[src/rtl/lcd_pwr_seq.sv]
// LCD panel power sequencer: rail/LVDS/backlight ordering, brightness
// level from key pulses, and a rate-limited duty ramp for the backlight PWM.
module lcd_pwr_seq #(
   parameter int unsigned T_PWR_LVDS = 330000,
   parameter int unsigned T_LVDS_BL  = 6600000,
   parameter int unsigned T_BL_LVDS  = 6600000,
   parameter int unsigned T_LVDS_PWR = 330000,
   parameter int unsigned T_OFF_MIN  = 16500000,
   parameter int unsigned RAMP_DIV   = 33,
   parameter int unsigned RAMP_STEP  = 128
) (
   input  logic        LPC_CLK33M_GMUX,
   input  logic        GMUX_RST,
   input  logic        PANEL_PWR_REQ,
   input  logic        BKL_REQ,
   input  logic        KEY_UP,
   input  logic        KEY_DOWN,
   output logic        LCD_PWR_EN,
   output logic        LVDS_OUT_EN,
   output logic        LCD_BKLT_EN,
   output logic [16:0] DUTY,
   output logic [4:0]  BRIGHT_LEVEL,
   output logic [2:0]  SEQ_STATE
);

   localparam int unsigned DUTY_W    = 17;
   localparam int unsigned LVL_W     = 5;
   localparam int unsigned MAX_LEVEL = 16;
   localparam int unsigned RST_LEVEL = 11;
   localparam int unsigned M1   = (T_PWR_LVDS > T_LVDS_BL) ? T_PWR_LVDS : T_LVDS_BL;
   localparam int unsigned M2   = (M1 > T_BL_LVDS) ? M1 : T_BL_LVDS;
   localparam int unsigned M3   = (M2 > T_LVDS_PWR) ? M2 : T_LVDS_PWR;
   localparam int unsigned TMAX = (M3 > T_OFF_MIN) ? M3 : T_OFF_MIN;
   localparam int unsigned TW   = $clog2(TMAX + 1);
   localparam int unsigned DW   = $clog2(RAMP_DIV + 1);

   typedef enum logic [2:0] {
      S_OFF       = 3'd0,
      S_PWR_UP    = 3'd1,
      S_LVDS_UP   = 3'd2,
      S_RUN       = 3'd3,
      S_BL_DOWN   = 3'd4,
      S_LVDS_DOWN = 3'd5,
      S_PWR_DOWN  = 3'd6,
      S_COOL      = 3'd7
   } state_t;

   state_t              state, state_nxt;
   logic [TW-1:0]       timer, timer_nxt;
   logic [DW-1:0]       div, div_nxt;
   logic                lcd_pwr_nxt, lvds_nxt, bklt_nxt;
   logic [DUTY_W-1:0]   duty_nxt, target, diff, step;
   logic [LVL_W-1:0]    level_nxt;

   // Perceptual brightness curve, level -> duty compare value
   function automatic logic [DUTY_W-1:0] bright_table(input logic [LVL_W-1:0] lvl);
      case (lvl)
         5'd1:    bright_table = 17'd2854;
         5'd2:    bright_table = 17'd4281;
         5'd3:    bright_table = 17'd5708;
         5'd4:    bright_table = 17'd8563;
         5'd5:    bright_table = 17'd11417;
         5'd6:    bright_table = 17'd15698;
         5'd7:    bright_table = 17'd19980;
         5'd8:    bright_table = 17'd25688;
         5'd9:    bright_table = 17'd34251;
         5'd10:   bright_table = 17'd41386;
         5'd11:   bright_table = 17'd49949;
         5'd12:   bright_table = 17'd59939;
         5'd13:   bright_table = 17'd72783;
         5'd14:   bright_table = 17'd87054;
         5'd15:   bright_table = 17'd105606;
         5'd16:   bright_table = 17'd127013;
         default: bright_table = '0;
      endcase
   endfunction

   assign SEQ_STATE = state;

   // Next state, dwell timer and enable outputs
   always_comb begin
      state_nxt = state;
      timer_nxt = timer + TW'(1);
      bklt_nxt  = 1'b0;
      case (state)
         S_OFF: begin
            if (PANEL_PWR_REQ) state_nxt = S_PWR_UP;
         end
         S_PWR_UP: begin
            if (!PANEL_PWR_REQ)                         state_nxt = S_COOL;
            else if (timer == TW'(T_PWR_LVDS - 1))      state_nxt = S_LVDS_UP;
         end
         S_LVDS_UP: begin
            if (!PANEL_PWR_REQ)                         state_nxt = S_PWR_DOWN;
            else if (timer == TW'(T_LVDS_BL - 1))       state_nxt = S_RUN;
         end
         S_RUN: begin
            // Backlight stays lit until the ramp has actually reached zero
            bklt_nxt = BKL_REQ | (LCD_BKLT_EN & (DUTY != '0));
            if (!PANEL_PWR_REQ) state_nxt = S_BL_DOWN;
         end
         S_BL_DOWN: begin
            bklt_nxt = LCD_BKLT_EN;
            if (DUTY == '0) begin
               bklt_nxt  = 1'b0;
               state_nxt = S_LVDS_DOWN;
            end
         end
         S_LVDS_DOWN: begin
            if (timer == TW'(T_BL_LVDS - 1))  state_nxt = S_PWR_DOWN;
         end
         S_PWR_DOWN: begin
            if (timer == TW'(T_LVDS_PWR - 1)) state_nxt = S_COOL;
         end
         S_COOL: begin
            if (timer == TW'(T_OFF_MIN - 1))  state_nxt = S_OFF;
         end
         default: state_nxt = S_OFF;
      endcase
      if (state_nxt != state || state == S_OFF || state == S_RUN || state == S_BL_DOWN)
         timer_nxt = '0;
      lcd_pwr_nxt = (state_nxt != S_OFF) && (state_nxt != S_COOL);
      lvds_nxt    = (state_nxt == S_LVDS_UP) || (state_nxt == S_RUN) ||
                    (state_nxt == S_BL_DOWN) || (state_nxt == S_LVDS_DOWN);
   end

   // Duty ramp toward the current target, one bounded step per divider period
   always_comb begin
      target = '0;
      if (state == S_RUN && BKL_REQ) target = bright_table(BRIGHT_LEVEL);
      diff     = (target >= DUTY) ? (target - DUTY) : (DUTY - target);
      step     = (diff > DUTY_W'(RAMP_STEP)) ? DUTY_W'(RAMP_STEP) : diff;
      duty_nxt = DUTY;
      div_nxt  = div;
      if (state != S_RUN && state != S_BL_DOWN) begin
         duty_nxt = '0;
         div_nxt  = '0;
      end else if (div == DW'(RAMP_DIV - 1)) begin
         div_nxt  = '0;
         duty_nxt = (target >= DUTY) ? (DUTY + step) : (DUTY - step);
      end else begin
         div_nxt  = div + DW'(1);
      end
   end

   // Saturating brightness level; simultaneous keys cancel
   always_comb begin
      level_nxt = BRIGHT_LEVEL;
      if (KEY_UP && !KEY_DOWN && BRIGHT_LEVEL != LVL_W'(MAX_LEVEL))
         level_nxt = BRIGHT_LEVEL + LVL_W'(1);
      else if (KEY_DOWN && !KEY_UP && BRIGHT_LEVEL != '0)
         level_nxt = BRIGHT_LEVEL - LVL_W'(1);
   end

   // State and output registers
   always_ff @(posedge LPC_CLK33M_GMUX or posedge GMUX_RST) begin
      if (GMUX_RST) begin
         state        <= S_OFF;
         timer        <= '0;
         div          <= '0;
         LCD_PWR_EN   <= 1'b0;
         LVDS_OUT_EN  <= 1'b0;
         LCD_BKLT_EN  <= 1'b0;
         DUTY         <= '0;
         BRIGHT_LEVEL <= LVL_W'(RST_LEVEL);
      end else begin
         state        <= state_nxt;
         timer        <= timer_nxt;
         div          <= div_nxt;
         LCD_PWR_EN   <= lcd_pwr_nxt;
         LVDS_OUT_EN  <= lvds_nxt;
         LCD_BKLT_EN  <= bklt_nxt;
         DUTY         <= duty_nxt;
         BRIGHT_LEVEL <= level_nxt;
      end
   end

endmodule

[config.mk]
export PLATFORM = sky130hd
export DESIGN_NAME = lcd_pwr_seq
export DESIGN_NICKNAME = d
export VERILOG_FILES = /design/src/rtl/lcd_pwr_seq.sv
export SDC_FILE = /design/constraint.sdc
export NUM_CORES = 1
export LEC_CHECK = 0
export ABC_AREA = 0
export ABC_CLOCK_PERIOD_IN_PS = 10950
export BUFFER_PORTS_ARGS = -buffer_cell sky130_fd_sc_hd__buf_2
export CAP_MARGIN = 20
export CORE_MARGIN = 2
export CORE_UTILIZATION = 45
export CTS_BUF_LIST = sky130_fd_sc_hd__clkbuf_8
export DETAILED_ROUTE_END_ITERATION = 10
export MAX_ROUTING_LAYER = met4
export PLACE_DENSITY = 0.6
export SLEW_MARGIN = 20
export SYNTH_ARGS = -nofsm -noshare
export SYNTH_HDL_FRONTEND = slang
export SYNTH_SLANG_ARGS = --single-unit
[constraint.sdc]
create_clock -name LPC_CLK33M_GMUX -period 10.95 [get_ports LPC_CLK33M_GMUX]
set_input_delay 0.5475 -clock LPC_CLK33M_GMUX [delete_from_list [all_inputs] [get_ports LPC_CLK33M_GMUX]]
set_output_delay 0.5475 -clock LPC_CLK33M_GMUX [all_outputs]
set_load 0.02 [all_outputs]
==> flow_summary.yaml <==
final_layout:
  multiInputGateArea_mm2: 0.00472
  register_area_mm2: 0.00146
  fin_cells: 1065
  area_delta_synth_final_pct: 6.61
  drive_gt1_share_pct: 8.74
  final_nets: 950
  fin_area_mm2: 0.00699
  n_antenna_cell: 0
  fillCellCount: 1425
  final_core_utilization_pct: 48.6
critical_path:
  crit_required_ps: 11180
  endpoint_kind: "register"
  slowest_delay_ps: 670
  critPathArrivalTime_ps: 9380
  critPathLaunchType: "register"
  timing.critical_path.mode_cell: "ha_1"
  path_buf_inv: 3
  cp_slowest_cell: "dfstp_2"
  critPathKind: "reg2reg"
  critPathMaxFanout: 16
  cpLargestDelayFamily: "compound AO/OA/AOI/OAI gates"
timing:
  maxSlewViolCount: 0
  post-route-period-util_pct: 83.6
  relSlewSlack_pct: 35.2
  period_needed_ps: 9150
  hold_viol: 0
  grt_setup_unrepaired: "false"
  skew_ps: 12.9
  fmax_ghz: 0.109
  setup_viol: 0
  worstMarginPinSlew_ps: 958
  final.setup.tns_ps: 0
drt:
  drtIter0Drc: 499
  ant_nets: 0
  drc: 0
  firstDrtPassIters: 5
  via_count: 6291
  routed_wl_mm: 17.5
  vias_per_cell: 5.91
  routedWlPerCell_um: 16.5
global_routing:
  grt_pass1_wl_mm: 29.4
  grt_max_degree: 59
  grtUsageTotal_pct: 23.6
  grt_pass1_vias: 5997
  overflow: 0
  grt_antenna_before_repair: 0
clock_tree:
  ctsResizeCount: 0
  clkLatencyLatePin_ps: 360
  cts_buffer_depth: 2
  post_cts_buffers: 0
  cts_root_buf: "clkbuf_8"
  cts_buffers: 9
  clk_pin_slew_ps: 70
  cts_tree: "yes"
  htreeDepth: 3
  cts_sinks: 58
  holdBufCountCts: 0
yosys:
  synth_common_cells: "nor2_1, nand2_1, a21oi_1, ha_1"
  synth_top_family_by_area: "simple AND/OR/NAND/NOR gates"
  synth_compound_area_share_pct: 21.5
  synth_edf_count: 0
  synth_nets: 940
  yosys.area.top_type_share_pct: 21.0
  synth-simple-area-share_pct: 27.0
  syn_area_mm2: 0.00655
  yosysMostFrequentCell: "nor2_1"
  ys_warn_count: 0
  netlist_top_cells_area: "dfrtp_1, ha_1, nor2_1"
  ys_seq_area_share_pct: 22.2
  synth_xor_area_share_pct: 7.89
  async_reset_ff_share_pct: 100
  synth_area_per_cell_um2: 7.57
  ys.flop_type: "dfrtp_1"
  syn-instance-count: 866
  synth_mux_area_share_pct: 2.12
  synth_area_leader_cell: "dfrtp_1"
  synth_fa_ha_area_share_pct: 13.4
  synth-seq-cells: 58
  ys_types: 76
floorplanning:
  ios: 34
  std_cell_rows: 44
  die_area_mm2: 0.0155
  fp.coreArea_mm2: 0.0144
  die_h_um: 125
  die_w_um: 125
  initial_core_util_pct: 45.6
power_and_ir_drop:
  p_total_uw: 793
  power_density_mw_per_mm2: 114
  comb_power_share_pct: 39.4
  ir_drop_uv: 102
  power.leakage_uw: 0.00332
  seq_power_share_pct: 38.7
  p_int_uw: 459
  swShare_pct: 42.1
  net-switching-power_uw: 334
  power.share.clock_pct: 21.9
placed_design:
  placed_cell_area_mm2: 0.00681
  io_buffers: 33
  dpl.cell_count: 1049
  place_hpwl_mm: 13.5
  place.gp.congestion: 0.941
outcome:
  status: "complete, no violations"
run:
  drv_cap: 0
hold_path:
  hold_class: "in2async"
power by group through the flow:
stage          combinational [µW]  sequential [µW]  clock (µW)
2_1_floorplan                 261              287           0
3_3_place_gp                  308              306           0
3_5_place_dp                  313              310           0
4_1_cts                       315              306         181
5_1_grt                       352              315         189
6_report                      313              307         174
cell usage in the layout, fill, tap and decap left out, drive strengths merged, types with 15 or more instances in the layout:
master,n
a21oi,73
nor2,97
o21ai,49
and3,17
ha,64
nor2b,17
inv,57
nor4,15
nand3,34
buf,37
xor2,25
a21o,15
dfrtp,55
nor3,19
nand4,16
nand2,85
xnor2,34
metal layers:
| metal | track usage (%) | part of all wire [%] | vias up |
|---|---|---|---|
| met5 | - | 0 | - |
| met4 | 8.53 | 2.4 | 0 |
| met3 | 3.57 | 5.3 | 27 |
| met2 | 36.9 | 47 | 153 |
| met1 | 31.1 | 46 | 3010 |
| li1 | - | - | 3101 |
worst reg2reg max path, delay by kind of cell, from the launching register on:
| kind | cells | cell delay [ps] |
|---|---|---|
| mux | 2 | 530 |
| buf+inv | 3 | 390 |
| fa+ha+maj | 4 | 1400 |
| simple gates | 8 | 1590 |
| flops | 1 | 670 |
| compound gates | 15 | 4460 |
metrics by stage:
step | setup slack [ps] | hold WS (ps)
6_report | 1800 | 391
5_1_grt | 1040 | 466
4_1_cts | 1920 | 417
3_5_place_dp | 1930 | 448
3_3_place_gp | 2250 | 438
2_1_floorplan | 3280 | 425
kinds of logic (layout without fill, tap and decap cells):
logic type,after synthesis,in the layout
flops,58,58
mux,12,12
compound gates,220,220
buf+inv,95,110
xor+xnor,59,59
fa+ha+maj,68,68
simple gates,354,354
state kept, by name (all words and copies together), names as in the netlist:
register and cells:
div 6, LCD_PWR_EN 1, BRIGHT_LEVEL 5, LVDS_OUT_EN 1, timer 24, LCD_BKLT_EN 1, SEQ_STATE 3, DUTY 17
final cells by class:
type | instances | share of cell area, %
Inverter | 57 | 3.06
Tap cell | 184 | 3.30
Multi-Input combinational cell | 713 | 67.6
Sequential cell | 58 | 20.8
Clock buffer | 10 | 1.97
Clock inverter | 6 | 0.484
Timing Repair Buffer | 37 | 2.79
worst paths after layout:
check,to,slack [ps],depth (start not counted),startpoint
setup / recovery,DUTY[16]$_DFFE_PP0P_,1800,32,BRIGHT_LEVEL[0]$_DFFE_PP1P_
hold / removal,DUTY[7]$_DFFE_PP0P_,390,3,GMUX_RST
setup reg to reg,DUTY[16]$_DFFE_PP0P_,1800,32,BRIGHT_LEVEL[0]$_DFFE_PP1P_
hold reg to reg,timer[0]$_DFF_PP0_,460,1,timer[0]$_DFF_PP0_
max in group asynchronous,SEQ_STATE[1]$_DFF_PP0_,10060,3,GMUX_RST
min in group LPC_CLK33M_GMUX,timer[0]$_DFF_PP0_,460,1,timer[0]$_DFF_PP0_
Note: power is estimated with default switching activity, not from simulation.
